### src/rtl/mem_arb_pkg.sv
// Shared definitions for the shared-memory arbiter: arbitration modes and the
// response-routing tag carried alongside each issued memory access.
package mem_arb_pkg;

   localparam int ARB_FIXED = 0;
   localparam int ARB_RR    = 1;

   localparam int MAX_PORTS = 8;
   localparam int PORT_ID_W = $clog2(MAX_PORTS);

   // port_id is sized for the largest supported port count; smaller
   // configurations leave the upper bits at zero.
   typedef struct packed {
      logic                 valid;
      logic [PORT_ID_W-1:0] port_id;
      logic                 is_write;
   } tag_t;

endpackage

### src/rtl/rr_arbiter.sv
// Request arbiter: fixed priority (port 0 highest) or round-robin starting
// after the last accepted port. Grant is combinational; last_grant is registered.
module rr_arbiter
   import mem_arb_pkg::*;
#(
   parameter int NUM_PORTS = 2,
   parameter int MODE      = ARB_FIXED
) (
   input  logic                 clock,
   input  logic                 reset_n,
   input  logic [NUM_PORTS-1:0] req,
   input  logic                 accept,
   output logic [NUM_PORTS-1:0] grant,
   output logic [PORT_ID_W-1:0] grant_id
);

   logic [PORT_ID_W-1:0] last_grant;

   // Scan ports in priority order beginning at start; the first requester wins.
   always_comb begin
      int   start;
      logic found;
      grant    = '0;
      grant_id = '0;
      found    = 1'b0;
      start    = (MODE == ARB_RR) ? int'(last_grant) + 1 : 0;
      for (int k = 0; k < NUM_PORTS; k++) begin
         for (int p = 0; p < NUM_PORTS; p++) begin
            if (!found && req[p] && (((start + k) % NUM_PORTS) == p)) begin
               found    = 1'b1;
               grant[p] = 1'b1;
               grant_id = PORT_ID_W'(p);
            end
         end
      end
   end

   always_ff @(posedge clock or negedge reset_n) begin
      if (!reset_n) begin
         last_grant <= PORT_ID_W'(NUM_PORTS - 1);
      end else if (accept) begin
         last_grant <= grant_id;
      end
   end

endmodule

### src/rtl/shared_mem_arbiter.sv
// Shares one fixed-latency single-ported memory among NUM_PORTS requesters:
// registered issue port, latency-matched tag pipeline, in-order response demux.
module shared_mem_arbiter
   import mem_arb_pkg::*;
#(
   parameter int NUM_PORTS = 2,
   parameter int ADDR_W    = 32,
   parameter int DATA_W    = 32,
   parameter int MEM_LAT   = 1,
   parameter int ARB_MODE  = ARB_FIXED
) (
   input  logic                        clock,
   input  logic                        reset_n,
   input  logic [NUM_PORTS-1:0]        req_valid,
   output logic [NUM_PORTS-1:0]        req_ready,
   input  logic [NUM_PORTS-1:0]        req_we,
   input  logic [NUM_PORTS*ADDR_W-1:0] req_addr,
   input  logic [NUM_PORTS*DATA_W-1:0] req_wdata,
   output logic [NUM_PORTS-1:0]        rsp_valid,
   output logic [DATA_W-1:0]           rsp_rdata,
   output logic [ADDR_W-1:0]           mem_addr,
   output logic [DATA_W-1:0]           mem_wdata,
   output logic                        mem_re,
   output logic                        mem_we,
   input  logic [DATA_W-1:0]           mem_rdata
);

   logic [NUM_PORTS-1:0] grant;
   logic [PORT_ID_W-1:0] grant_id;
   logic                 accept;
   logic                 sel_we;
   logic [ADDR_W-1:0]    sel_addr;
   logic [DATA_W-1:0]    sel_wdata;
   tag_t                 tag_in;
   tag_t                 tag_q [MEM_LAT+1];

   rr_arbiter #(
      .NUM_PORTS (NUM_PORTS),
      .MODE      (ARB_MODE)
   ) u_arb (
      .clock    (clock),
      .reset_n  (reset_n),
      .req      (req_valid),
      .accept   (accept),
      .grant    (grant),
      .grant_id (grant_id)
   );

   assign req_ready = grant;
   assign accept    = |(req_valid & grant);

   always_comb begin
      sel_we    = 1'b0;
      sel_addr  = '0;
      sel_wdata = '0;
      for (int p = 0; p < NUM_PORTS; p++) begin
         if (grant[p]) begin
            sel_we    = req_we[p];
            sel_addr  = req_addr[p*ADDR_W +: ADDR_W];
            sel_wdata = req_wdata[p*DATA_W +: DATA_W];
         end
      end
   end

   // Address and write data hold when idle so the memory bus stays quiet.
   always_ff @(posedge clock or negedge reset_n) begin
      if (!reset_n) begin
         mem_addr  <= '0;
         mem_wdata <= '0;
         mem_re    <= 1'b0;
         mem_we    <= 1'b0;
      end else begin
         mem_re <= accept & ~sel_we;
         mem_we <= accept & sel_we;
         if (accept) begin
            mem_addr  <= sel_addr;
            mem_wdata <= sel_wdata;
         end
      end
   end

   always_comb begin
      tag_in          = '0;
      tag_in.valid    = accept;
      tag_in.port_id  = grant_id;
      tag_in.is_write = sel_we;
   end

   // Stage k is visible k+1 cycles after acceptance; the last stage lines up
   // with mem_rdata for the matching read.
   always_ff @(posedge clock or negedge reset_n) begin
      if (!reset_n) begin
         for (int k = 0; k <= MEM_LAT; k++) begin
            tag_q[k] <= '0;
         end
      end else begin
         tag_q[0] <= tag_in;
         for (int k = 1; k <= MEM_LAT; k++) begin
            tag_q[k] <= tag_q[k-1];
         end
      end
   end

   always_comb begin
      rsp_valid = '0;
      rsp_rdata = '0;
      if (tag_q[MEM_LAT].valid) begin
         for (int p = 0; p < NUM_PORTS; p++) begin
            if (tag_q[MEM_LAT].port_id == PORT_ID_W'(p)) begin
               rsp_valid[p] = 1'b1;
            end
         end
         if (!tag_q[MEM_LAT].is_write) begin
            rsp_rdata = mem_rdata;
         end
      end
   end

endmodule

### config.mk
export PLATFORM = sky130hd
export DESIGN_NAME = shared_mem_arbiter
export DESIGN_NICKNAME = d
export VERILOG_FILES = /design/src/rtl/mem_arb_pkg.sv /design/src/rtl/rr_arbiter.sv /design/src/rtl/shared_mem_arbiter.sv
export SDC_FILE = /design/constraint.sdc
export NUM_CORES = 1
export LEC_CHECK = 0
export ABC_AREA = 1
export ABC_CLOCK_PERIOD_IN_PS = 2600
export CAP_MARGIN = 20
export CORE_MARGIN = 3
export CORE_UTILIZATION = 37
export CTS_CLUSTER_SIZE = 14
export DETAILED_ROUTE_END_ITERATION = 8
export GPL_ROUTABILITY_DRIVEN = 1
export PLACE_DENSITY_LB_ADDON = 0.3
export SETUP_SLACK_MARGIN = 0.15
export SYNTH_ARGS = -nofsm -noshare
export SYNTH_HDL_FRONTEND = slang
export SYNTH_SLANG_ARGS = --single-unit
### constraint.sdc
create_clock -name clock -period 2.6 [get_ports clock]
set_input_delay 0.39 -clock clock [delete_from_list [all_inputs] [get_ports clock]]
set_output_delay 0.39 -clock clock [all_outputs]
set_load 0.1 [all_outputs]
-- Word level (Yosys, flattened, before mapping)
Index checks and enable logic that the tools add are counted.
Widths: inputs -> output; s select.
- equal/unequal tests: 1
- multiplexer cells: 14
- bitwise gates (word level): 4
- reductions and logical operators: 4
- operator list (kind ; count):
    $mux 32 ; 6
    $mux 1 ; 7
    $eq 3x1->1 const B ; 1
    $logic_not 3->1 ; 1
    $and 1x1->1 ; 2
    $and 2x2->2 ; 1
    $mux 2 ; 1
    $reduce_or 2->1 ; 1
    $logic_and 1x1->1 ; 1
    $logic_not 1->1 ; 1
    $not 1->1 ; 1
- bits in registers: 76
- bits of input ports: 166
- output and inout port bits: 102
- word-level logic and storage cells: 33

-- Logic depth before layout (Yosys ltp)
Gate-level depths: netlist of the first run.
- depth in word-level cells: 7
- depth in mapped cells: 5

-- Modules after synthesis
Synthesis of the first run repeated with hierarchy kept, for this count alone.
- cells, all modules: 587
- area, all modules: 3961.3 µm²
- by module, submodules not included (module ; times used ; cells an instance ; area each (µm²) ; sequential area each (µm²)):
    shared_mem_arbiter ; 1 ; 580 ; 3917.5 ; 1901.8
    rr_arbiter ; 1 ; 7 ; 43.8 ; 0.0

-- Least setup slack after synthesis of the first run
OpenSTA, ideal clock, no wires.
- path kind: input to output
- from: input req_valid[1]
- to: output req_ready[1]
- arrival: 1.985 ns
- required time: 2.210 ns
- setup slack: 0.225 ns
- stages: 3
- path buffers: 1
- cells stage by stage: clkbuf_1 inv_1 nor2_1
- cells in the longest elaborated chain, start to end: 2
- ends and longest elaborated chain (element ; RTL line ; text):
    start, declared ; shared_mem_arbiter.sv:14 ; input logic [NUM_PORTS-1:0] req_valid,
    $logic_and 1x1->1 ; rr_arbiter.sv:29 ; if (!found && req[p] && (((start + k) % NUM_PORTS) == p)) begin
    $mux 1 ; rr_arbiter.sv:29 ;
    end, declared ; shared_mem_arbiter.sv:15 ; output logic [NUM_PORTS-1:0] req_ready,
Every way passes these cells.

-- Final worst setup path of the first run
- from: register tag_q[4] (netlist name)
- to: output rsp_rdata[15]
- cells in the longest elaborated chain, start to end: 1
- ends and longest elaborated chain (element ; RTL line ; text):
    start, declared ; shared_mem_arbiter.sv:35 ; tag_t tag_q [MEM_LAT+1];
    start signal, assigned by index ; shared_mem_arbiter.sv:99 ; tag_q[k] <= tag_q[k-1];
    $mux 32 ; shared_mem_arbiter.sv:107 ; if (tag_q[MEM_LAT].valid) begin
    end, declared ; shared_mem_arbiter.sv:20 ; output logic [DATA_W-1:0] rsp_rdata,
Every way passes these cells.

==> run summary, run 1 <==
The core area came out at approximately 9000 um2. After clock tree synthesis, the clock-pin slew on the worst setup and hold paths is 80 ps. Based on the critical path, the design can be clocked at up to 482 MHz. The global-route congestion overflow total came out at 0. The Yosys step of the flow raised 0 warnings. The count of TritonRoute iterations in the first routing pass came out at 4.

The hold-fix buffer count after cts came out at 0. The flow ran to the end, and the final reports show no timing, DRC or antenna violations. The buffers inserted during post-CTS setup optimization came out at 0. The library cell used most frequently in the layout, excluding fill and tap cells, is clkdlybuf4s50_1. In the layout the commonest cells are clkdlybuf4s50_1 (162), nand2_1 (132), nand3_1 (129). The net count after synthesis came out at between 600 and 700.

The worst register-to-register path begins at mem_addr[24]. The overall power is roughly 4.3 mW. The count of endpoints failing hold in the final timing report came to 0. STA classifies the critical path endpoint as an output port. The post-synthesis to final-layout area growth came out at 84.5%. The final setup TNS is 0 ps. The post-layout instance area came out at around 6500 um2. Along the worst path, the maximum fanout reaches 32. The cell that appears most often on the critical path is buf_4. The clock latency on the worst-skew pair is about 330 ps. Detailed placement ended at an HPWL of between 10 and 15 mm. The clock tree synthesis step divided the H-tree into 3 levels. For the final database, setup skew stands at about 0.65 ps.

The final count of pins violating max slew is 0. The portion of synthesized cell area occupied by the leading cell type came out at 51.4%. The power density over the cells is 666 nW/um2. The path type of the worst setup path is reg2out.

The share of layout cells above drive strength 1 is 23.1%. The count of unresolved DRC violations after routing is 0. Setup repair after global routing left no endpoint under its margin. Dividing the detail-routed via count by the number of cells gives ~4.8. The floorplan step set the die width to between 100 and 150 um.

The data arrival time at the worst-slack endpoint is 1680 ps. The maximum vdd ir drop is between 0.3 and 0.4 mV. The cell area after placement is roughly 6200 um2. The count of endpoints failing setup in the final report is 0.

The clock tree buffer depth came out at 2. In this run the worst hold path is classified as in2async. The count of buffers inserted at the top-level ports is between 200 and 300. A synthesized cell averages ~8.0 um2. The cell family contributing the most delay on the critical path is buffers and inverters. Walking the worst path, the cells encountered are inv_1 > or2_1 > buf_4 > nor2_2 > buf_4. The number of cell rows is 34. The critical path buffer and inverter count is 3. The last weighted congestion value of the routability-driven placer is between 0.7 and 0.8. The largest net degree at the start of global routing came out at 73. The kind of start point of the critical path is a flop. The total of cells resized after clock tree synthesis is 0. The worst register-to-register path ends at mem_addr[24]. The detailed router finished its first iteration with 120 violations. The die is 103 um tall. The post-route antenna net violation count came out at 0. After layout, the minimum clock period comes to roughly 2100 ps. The share of synthesized area occupied by flip-flops and latches came out at 51.4%. The synthesized instance count is 440. The synthesized area came out at between 3000 and 4000 um2.

The ratio of final minimum period to clock period came out at between 70% and 80%. The worst-case reg-to-reg path depth came out at 2. The number of global-route vias before repair came out at between 3000 and 4000.

The net total in the final layout came out at 859. The number of CTS-inserted buffers came out at 9. For the pin with the worst max-slew slack, the measured transition is between 800 and 900 ps.

The worst slew margin relative to its limit is 40.4%. The wire length after detailed routing came out at 12.9 mm. The worst setup slack for register-to-register paths is 1930 ps. The worst endpoint required time came out at between 2000 and 2500 ps. In the post-synthesis netlist, the biggest area contributors are dfrtp_1 (51%), nand3_1 (18%), nand2_1 (14%), nor2_2 (5.5%), inv_1 (3.8%). The number of antenna violations at the first check in global routing was 0. The number of max-cap violations came out at 0. The standby leakage power is 3.10 nW. The final route contains a little under 4000 vias. The effective utilization at floorplan is just under 40%. The final routed wire length divided by cell count is 15.7 um. The number of antenna diodes in the final layout is 0. The largest individual stage delay along the critical path comes from the cell dfrtp_1. The count of different cell masters after synthesis came out at 12. The die area came out at between 10000 and 15000 um2.

The biggest area contributor in the post-synthesis netlist is dfrtp_1. Clock tree synthesis selected as its root buffer the cell clkbuf_8. The CTS sink count came out at slightly above 70. roughly 270 I/O pins were placed.

On the worst path, the slowest cell contributes a delay of between 300 and 400 ps. The first global-routing pass estimated just under 20 mm of wire. Global routing used 23.5% of the available tracks across all layers.

The synthesized flop and latch total is 72. TritonCTS built the clock tree.
## cell usage after synthesis
library cell / count
or2_1: 1
buf_6: 3
clkbuf_1: 6
nor2_1: 5
dfrtp_1: 72
nor2_2: 31
inv_1: 35
inv_2: 2
nand3_1: 129
buf_4: 10
buf_2: 14
nand2_1: 132
## report_power, final
part / internal, mW / switching, mW / leakage, nW
clock: 0.762 / 0.414 / 0.130
combinational: 0.527 / 1.32 / 2.10
sequential: 1.22 / 0.0562 / 0.871
total: 2.51 / 1.79 / 3.10
## logic make-up (layout without fill, tap and decap cells)
logic type | after synthesis | in the layout | share of synthesized area, %
buffers and inverters | 70 | 328 | 9.72
AND/OR/NAND/NOR | 298 | 298 | 38.8
flip-flops | 72 | 72 | 51.4
## final cells by class
type	instances	area [um2]
repair buffers	275	2730
fillers	676	2520
flip-flops and latches	72	1800
multi-input cells	298	1370
well taps	126	158
clock buffers	11	141
inverters	37	139
clock inverters	5	128
## state kept, by name (all words and copies together) (netlist names)
register,cells
mem_addr,32
mem_wdata,32
tag_q,6
mem_re,1
mem_we,1
## per-stage QoR
step | worst slack, ps | cells | utilization [%] | hold WS [ps]
2_1_floorplan | 225 | 440 | - | 94.4
3_3_place_gp | 925 | 808 | 69.0 | 335
3_5_place_dp | 895 | 808 | 69.0 | 335
4_1_cts | 513 | 824 | 72.0 | 197
5_1_grt | 413 | 824 | 72.0 | 232
6_report | 526 | 824 | 72.0 | 163
## layer usage
| metal | wire, um | global-route usage (%) | up-vias |
|---|---|---|---|
| met5 | 0 | 0 | - |
| met2 | 6850 | 43.0 | 185 |
| li1 | - | - | 1893 |
| met4 | 235 | 7.77 | 0 |
| met3 | 1140 | 6.57 | 19 |
| met1 | 4710 | 26.3 | 1849 |
## worst max-delay path by stage
| stage | from | to | cells past startpoint |
|---|---|---|---|
| finish | tag_q[4] | rsp_rdata[15] | 5 |
| global route | tag_q[4] | rsp_rdata[18] | 5 |
| CTS | tag_q[4] | rsp_rdata[31] | 5 |
| detailed placement | mem_rdata[18] | rsp_rdata[18] | 4 |
| global placement | req_valid[0] | req_ready[0] | 3 |
| floorplan | req_valid[1] | req_ready[1] | 3 |
No activity file was read; power rests on OpenSTA's default activity.
==> inputs of run 2 (changes only) <==
--- a/config.mk
+++ b/config.mk
@@ -6,10 +6,11 @@
 export NUM_CORES = 1
 export LEC_CHECK = 0
 export ABC_AREA = 1
-export ABC_CLOCK_PERIOD_IN_PS = 2600
+export ABC_CLOCK_PERIOD_IN_PS = 1850
 export CAP_MARGIN = 20
+export CORE_ASPECT_RATIO = 2
 export CORE_MARGIN = 3
-export CORE_UTILIZATION = 37
+export CORE_UTILIZATION = 31
 export CTS_CLUSTER_SIZE = 14
 export DETAILED_ROUTE_END_ITERATION = 8
 export GPL_ROUTABILITY_DRIVEN = 1
==> constraint.sdc (replaced) <==
create_clock -name clock -period 1.85 [get_ports clock]
set_input_delay 0.2775 -clock clock [delete_from_list [all_inputs] [get_ports clock]]
set_output_delay 0.2775 -clock clock [all_outputs]
set_load 0.1 [all_outputs]
==> run 2 against run 1 <==
Design area up 9.4%. Combinational power grew 53%. First-iteration DRC count is 69% higher. Sequential power is 41% higher. Cell count grew 2.8%. Sequential cell count stayed put. Register-to-register slack got worse by 760 ps. Largest power group unchanged. Highest routed layer unchanged.
==> run summary, run 2 (same netlist as run 1, synthesis figures left out) <==
The flow ran to the end, and the final reports show no timing, DRC or antenna violations. The clock network fraction of design power is 28.5% (+1.2 points). The number of global-route vias before repair came out at 4055 (+6.1%).

The post-synthesis to final-layout area growth is 102%. The clock latency on the worst-skew pair came out at 320 ps (about the same). The ratio of final minimum period to clock period is between 90 and 100%. The largest net degree at the start of global routing is 49 (-33%). The number of H-tree branching levels is 3 (unchanged). The worst setup skew after layout came out at 1.31 ps (+0.658 ps). TritonCTS built the clock tree.

The relative contribution of sequential cells to total power is 27.8% (-1.9 points). The maximum vdd ir drop is 0.538 mV (+46%). The final count of pins violating max slew came out at 0 (unchanged). The final critical path time including I/O delays and setup is 1800 ps. The number of CTS-inserted buffers came to 9 (unchanged). In this run the most used layer during global routing was met2.

The logic gate share of total power came to 43.7% (+0.7 points). The number of design-rule violations left by the first detailed-router iteration came out at 203 (+69%). The final routed wire length divided by cell count was 18.1 um (+16%). The core area is 10900 um2 (+22%).

The clock transition at the register clock pins on the worst setup and hold paths after CTS is 50 ps (-30 ps). The ratio of routed vias to standard cells came out at 4.82 (+0.66%). The number of cell rows was 54 (+59%).

The share of layout cells above drive strength 1 is 24.5% (+1.4 points). The HPWL after detailed placement was 11.7 mm (+17%). The number of cells in the finished layout apart from fillers came out at 847 (+2.8%).

The net switching power was 2.67 mW (+49%). The number of max-cap violations came to 0 (unchanged). The top fanout value on the critical path is 8 (-75%). The global routing met3 resource utilization came out at 6.22% (-0.35 points). The width of the chip was 81.2 um (-21%). The post-layout instance area is 7070 um2 (+9.4%). Leaving out fill and tap cells, the most frequent cell in the layout is clkdlybuf4s50_1. The worst endpoint required time came out at 1570 ps (-640 ps).

The number of top-level design ports is 268 (unchanged). The wire length after detailed routing came out at 15.4 mm (+19%). The global-route congestion overflow total is 0 (unchanged). The floorplan die height was 156 um (+51%). The count of buffers inserted at the top-level ports is 267 (unchanged).

The largest registers in the layout are mem_addr: 32 flops, mem_wdata: 32 flops, tag_q: 6 flops. The slack of the critical path came out at 45.9 ps (-480 ps). The worst hold slack across all endpoints was 347 ps (+184 ps). The standby leakage power came to 3.29 nW (+6.1%). The internal power of the cells is 3.80 mW (+51%).

Static timing analysis puts the maximum clock frequency at approximately 550 MHz. The switching share of total power came to 41.3% (-0.41 points). The worst slew margin relative to its limit came out at 66.3% (+26 points). The post-place setup slack is 342 ps (-553 ps). The effective utilization at floorplan is 32.0% (-7.0 points).

The worst hold-check path type is reg2reg. The power density over the cells came out at 916 nW/um2 (+38%). The last weighted congestion value of the routability-driven placer is 0.902 (+15%).

The global router's overall resource usage came out at 23.4% (-0.096 points). The net total in the final layout is 868 (+1.0%). The CTS sink count came out at 72 (unchanged). The total number of vias came out at 4083 (+3.5%). The filler cell count in the final layout came to 881 (+30%). The count of endpoints failing hold in the final timing report is 0 (unchanged). The overall power came out at 6.47 mW (+50%). The worst setup path is launched from a flop. Clock tree synthesis selected as its root buffer the cell clkbuf_16. The die area is 12700 um2 (+19%). The data arrival time at the worst-slack endpoint came to 1530 ps (-150 ps). The met2 track utilization from global routing came to 45.4% (+2.4 points).

Setup repair after global routing could not meet its margin everywhere. The met1 usage in global routing came out at 22.6% (-3.6 points). The clock tree buffer depth came out at 2 (unchanged). STA classifies the critical path endpoint as an output port. The count of endpoints failing setup in the final report came out at 0 (unchanged). The post-route antenna net violation count is 0 (unchanged). The cell area after placement came out at 6480 um2 (+4.6%). The count of TritonRoute iterations in the first routing pass is 4 (unchanged). Leaving out fill and tap cells, the most frequent cells in the layout are clkdlybuf4s50_1 (162), nand2_1 (132), nand3_1 (129). The count of unresolved DRC violations after routing came out at 0 (unchanged).

The instance count after placement with tap cells included came to 825 (+2.1%). The number of antenna violations at the first check in global routing is 1 (+1). The setup path with the least slack is of type reg2out.

The wire length of the first global-routing pass was 22.1 mm (+15%). The slew at the pin closest to its max-slew limit is 505 ps (-389 ps).
[run 2: metal layers]
layer  routed length, um  share of wire (%)
met2                8790                 57
met3                1350                8.8
met1                4880                 32
met4                 336                2.2
met5                   0                  0
[run 2: stage by stage]
stage,TNS (ps),util (%)
final,0,64.6
after CTS,0,64.2
after global routing,0,64.6
after detailed placement,0,59.2
after floorplan,-2110,-
after global placement,0,59.2
[run 2: final timing paths]
check,startpoint,cells after the start,slack (ps),to
setup / recovery,tag_q[4],5,50,rsp_rdata[4]
hold / removal,tag_q[9],0,350,tag_q[4]
setup reg to reg,mem_addr[17],2,1170,mem_addr[17]
hold reg to reg,tag_q[9],0,350,tag_q[4]
max in group asynchronous,reset_n,3,820,mem_addr[5]
min in group asynchronous,reset_n,2,460,mem_wdata[24]
[run 2: final cells by class]
cell class / instances / area, um2 / area share (%)
repair buffers: 284 / 3090 / 43.8
well taps: 140 / 175 / 2.48
flip-flops and latches: 72 / 1800 / 25.5
clock inverters: 5 / 81.3 / 1.15
inverters: 37 / 139 / 1.97
multi-input cells: 298 / 1540 / 21.7
diodes: 1 / 2.50 / 0.0354
clock buffers: 10 / 239 / 3.38
[run 2: critical path: stages, from the launching register on]
cell	delay, ps
dfrtp_1	350
inv_1	50
or2_4	300
clkbuf_16	210
nor2_4	110
buf_12	180
[run 2: timing repair]
action / 4_1_cts / 5_1_grt
setup buffers: 1 / 1
endpoints found under the setup margin: 32 / 32
resized for setup: 35 / 0
hold endpoints to repair: 37 / 0
pin swaps: 2 / 2
gates cloned: 2 / 1
hold buffers: 1 / 0
[run 2: power groups by stage]
stage / sequential [mW] / combinational [mW] / clock [mW]
2_1_floorplan: 2.82 / 0.732 / 0
3_3_place_gp: 1.82 / 2.71 / 0
5_1_grt: 1.82 / 2.92 / 1.96
3_5_place_dp: 1.83 / 2.73 / 0
6_report: 1.80 / 2.83 / 1.84
4_1_cts: 1.80 / 2.82 / 1.89
==> inputs of run 3 (changes only) <==
--- a/config.mk
+++ b/config.mk
@@ -14,6 +14,7 @@
 export CTS_CLUSTER_SIZE = 14
 export DETAILED_ROUTE_END_ITERATION = 8
 export GPL_ROUTABILITY_DRIVEN = 1
+export GPL_TIMING_DRIVEN = 0
 export PLACE_DENSITY_LB_ADDON = 0.3
 export SETUP_SLACK_MARGIN = 0.15
 export SYNTH_ARGS = -nofsm -noshare
==> run 3 against run 2 <==
The run now ends with negative setup slack left. Critical path depth rose by 1. Combinational power hardly changed. First-iteration DRC count down 21%. Count of clock-buffer cells in the layout is 1 lower. Utilization increased by 2.8 points. Critical path type unchanged. Highest routed layer unchanged. Sequential power about the same. Via count grew 2.3%. Die area stayed put. Fmax is 4.2% lower. Routed wire length increased by 3.4%. Global-route usage is 0.75 points higher. Sequential cell count did not move.
==> run summary, run 3 (same netlist as run 1, synthesis figures left out) <==
The final reports fail on negative setup slack. The power density over the cells came out at 877 nW/um2 (-4.2%). The data arrival time at the worst-slack endpoint is 1610 ps (+80 ps). The die area is 12700 um2 (unchanged). The final count of pins violating max slew came out at 0 (unchanged). The count of unresolved DRC violations after routing is 0 (unchanged). The post-route antenna net violation count came out at 0 (unchanged).

The number of antenna violations at the first check in global routing came out at 1 (unchanged). The floorplan die height was 156 um (unchanged). The slack of the critical path came out at -33.7 ps (-79.5 ps). The clock tree buffer depth came to 2 (unchanged). The worst setup path is launched from a flop.

The achievable frequency was 531 MHz (-4.2%). The share of layout cells above drive strength 1 is 26.1% (+1.6 points). The core area came out at 10900 um2 (unchanged). The largest net degree at the start of global routing is 70 (+43%). The worst setup skew after layout is 3.39 ps (+2.08 ps). In the final layout, the registers with the most flip-flops are mem_addr: 32 flops, mem_wdata: 32 flops, tag_q: 6 flops. The clock latency on the worst-skew pair was 330 ps (about the same). The count of TritonRoute iterations in the first routing pass is 4 (unchanged). The tightest min-delay check is of the in2async type. Leaving out fill and tap cells, the most frequent cells in the layout are clkdlybuf4s50_1 (163), nand2_1 (132), nand3_1 (129). The final routed wire length divided by cell count is 18.3 um (+0.68%). The tree is rooted in a clkbuf_16. The slew at the pin closest to its max-slew limit came to 600 ps (+94.7 ps). By startpoint and endpoint, the worst setup path is classified as reg2out. The worst setup slack for register-to-register paths was 1190 ps (+20 ps).

The met1 usage in global routing came to 23.4% (+0.84 points). The number of H-tree branching levels is 3 (unchanged). The number of design-rule violations left by the first detailed-router iteration is 161 (-21%). The width of the chip is 81.2 um (unchanged). The global-route congestion overflow total is 0 (unchanged). The worst endpoint required time was 1570 ps (about the same). The net total in the final layout is 891 (+2.6%). The maximum vdd ir drop is 0.529 mV (-1.8%). The last weighted congestion value of the routability-driven placer is 0.870 (-3.5%). The count of endpoints failing hold in the final timing report is 0 (unchanged). The standby leakage power is 3.32 nW (+1.0%). The clock transition at the register clock pins on the worst setup and hold paths after CTS came out at 60 ps (about the same).

The number of top-level design ports was 268 (unchanged). The count of endpoints failing setup in the final report came out at 23 (+23). The overall power came out at 6.47 mW (-0.11%). The wire length after detailed routing came out at 15.9 mm (+3.4%).

The wire length of the first global-routing pass came out at 22.9 mm (+3.7%). The effective utilization at floorplan is 32.0% (unchanged). The count of buffers inserted at the top-level ports came out at 267 (unchanged).

After global routing, the most crowded layer is met2. The top fanout value on the critical path came out at 10 (+2). The worst setup path is captured at an output port. The cell area after placement came out at 6380 um2 (-1.4%). The worst slew margin relative to its limit is 60.2% (-6.1 points). The number of cell rows is 54 (unchanged). The CTS sink count is 72 (unchanged). The total number of vias came out at 4178 (+2.3%). The ratio of routed vias to standard cells is 4.80 (-0.38%). The met2 track utilization from global routing came to 45.1% (-0.31 points). The instance count after placement with tap cells included is 848 (+2.8%). The number of max-cap violations is 0 (unchanged). The flow ran to the end, but the final reports show violations. The final critical path time including I/O delays and setup came out at 1880 ps (+79.5 ps). The number of cells in the finished layout apart from fillers came out at 870 (+2.7%). The ratio of final minimum period to clock period is 102% (+4.3 points). The worst hold slack across all endpoints is 298 ps (-48.9 ps). The post-layout instance area was 7370 um2 (+4.3%). The most common library cell in the layout ignoring fill and taps is clkdlybuf4s50_1. The HPWL after detailed placement came out at 11.1 mm (-5.1%). The global routing met3 resource utilization is 6.91% (+0.69 points). The number of global-route vias before repair is 4289 (+5.8%).

The TritonCTS clock tree is yes. The number of CTS-inserted buffers came out at 9 (unchanged). Setup repair after global routing could not meet its margin everywhere. Relative to the synthesized area, the layout overhead comes to 111%. The global router's overall resource usage is 24.2% (+0.75 points).
## run 3: layout make-up
| type | instances | area (um2) |
|---|---|---|
| Fill cell | 846 | 3570 |
| Buffer | 33 | 249 |
| Multi-Input combinational cell | 298 | 1530 |
| Sequential cell | 72 | 1800 |
| Tap cell | 140 | 175 |
| Timing Repair Buffer | 274 | 3160 |
| Clock buffer | 9 | 225 |
| Inverter | 37 | 139 |
| Clock inverter | 6 | 85.1 |
| Antenna cell | 1 | 2.50 |
## run 3: per-layer routing
| layer | up-vias | part of all wire [%] |
|---|---|---|
| li1 | 1965 | - |
| met1 | 1944 | 32 |
| met2 | 230 | 55 |
| met3 | 39 | 8.7 |
| met4 | 0 | 4.5 |
| met5 | - | 0 |
## run 3: final timing paths
check / startpoint / endpoint / cells after the start
max in group asynchronous: reset_n / tag_q[1] / 3
setup reg to reg: mem_wdata[29] / mem_wdata[29] / 2
min in group clock: tag_q[5] / tag_q[0] / 0
setup / recovery: tag_q[4] / rsp_rdata[25] / 6
hold / removal: reset_n / mem_wdata[19] / 2
hold reg to reg: tag_q[5] / tag_q[0] / 0
## run 3: repair_timing
| action | CTS | global route |
|---|---|---|
| endpoints found under the hold margin | 13 | 0 |
| pin swaps | 1 | 4 |
| buffers inserted | 0 | 4 |
| gates resized for setup | 552 | 8 |
| endpoints found under the setup margin | 102 | 33 |
| cloned | 0 | 1 |
| hold buffers | 1 | 0 |
## run 3: critical path, cell delays in order, from the launching register on
cell,delay [ps]
dfrtp_1,380
inv_2,50
or2_1,210
buf_6,150
buf_12,160
nor2_4,130
buf_12,190
## run 3: power breakdown
| group | internal, mW | switching [mW] | total, mW |
|---|---|---|---|
| clock network | 1.17 | 0.656 | 1.82 |
| logic | 0.884 | 1.96 | 2.85 |
| registers | 1.72 | 0.0777 | 1.80 |
| total | 3.77 | 2.70 | 6.47 |
## run 3: stage by stage
stage               util (%)  setup TNS (ps)  setup slack [ps]
CTS                     66.8           -67.2             -52.5
floorplan                  -           -2110             -68.5
detailed placement      58.3          -19630             -1090
global placement        58.1         -165500             -2040
finish                  67.4            -257             -33.7
global route            67.4           -2050              -104
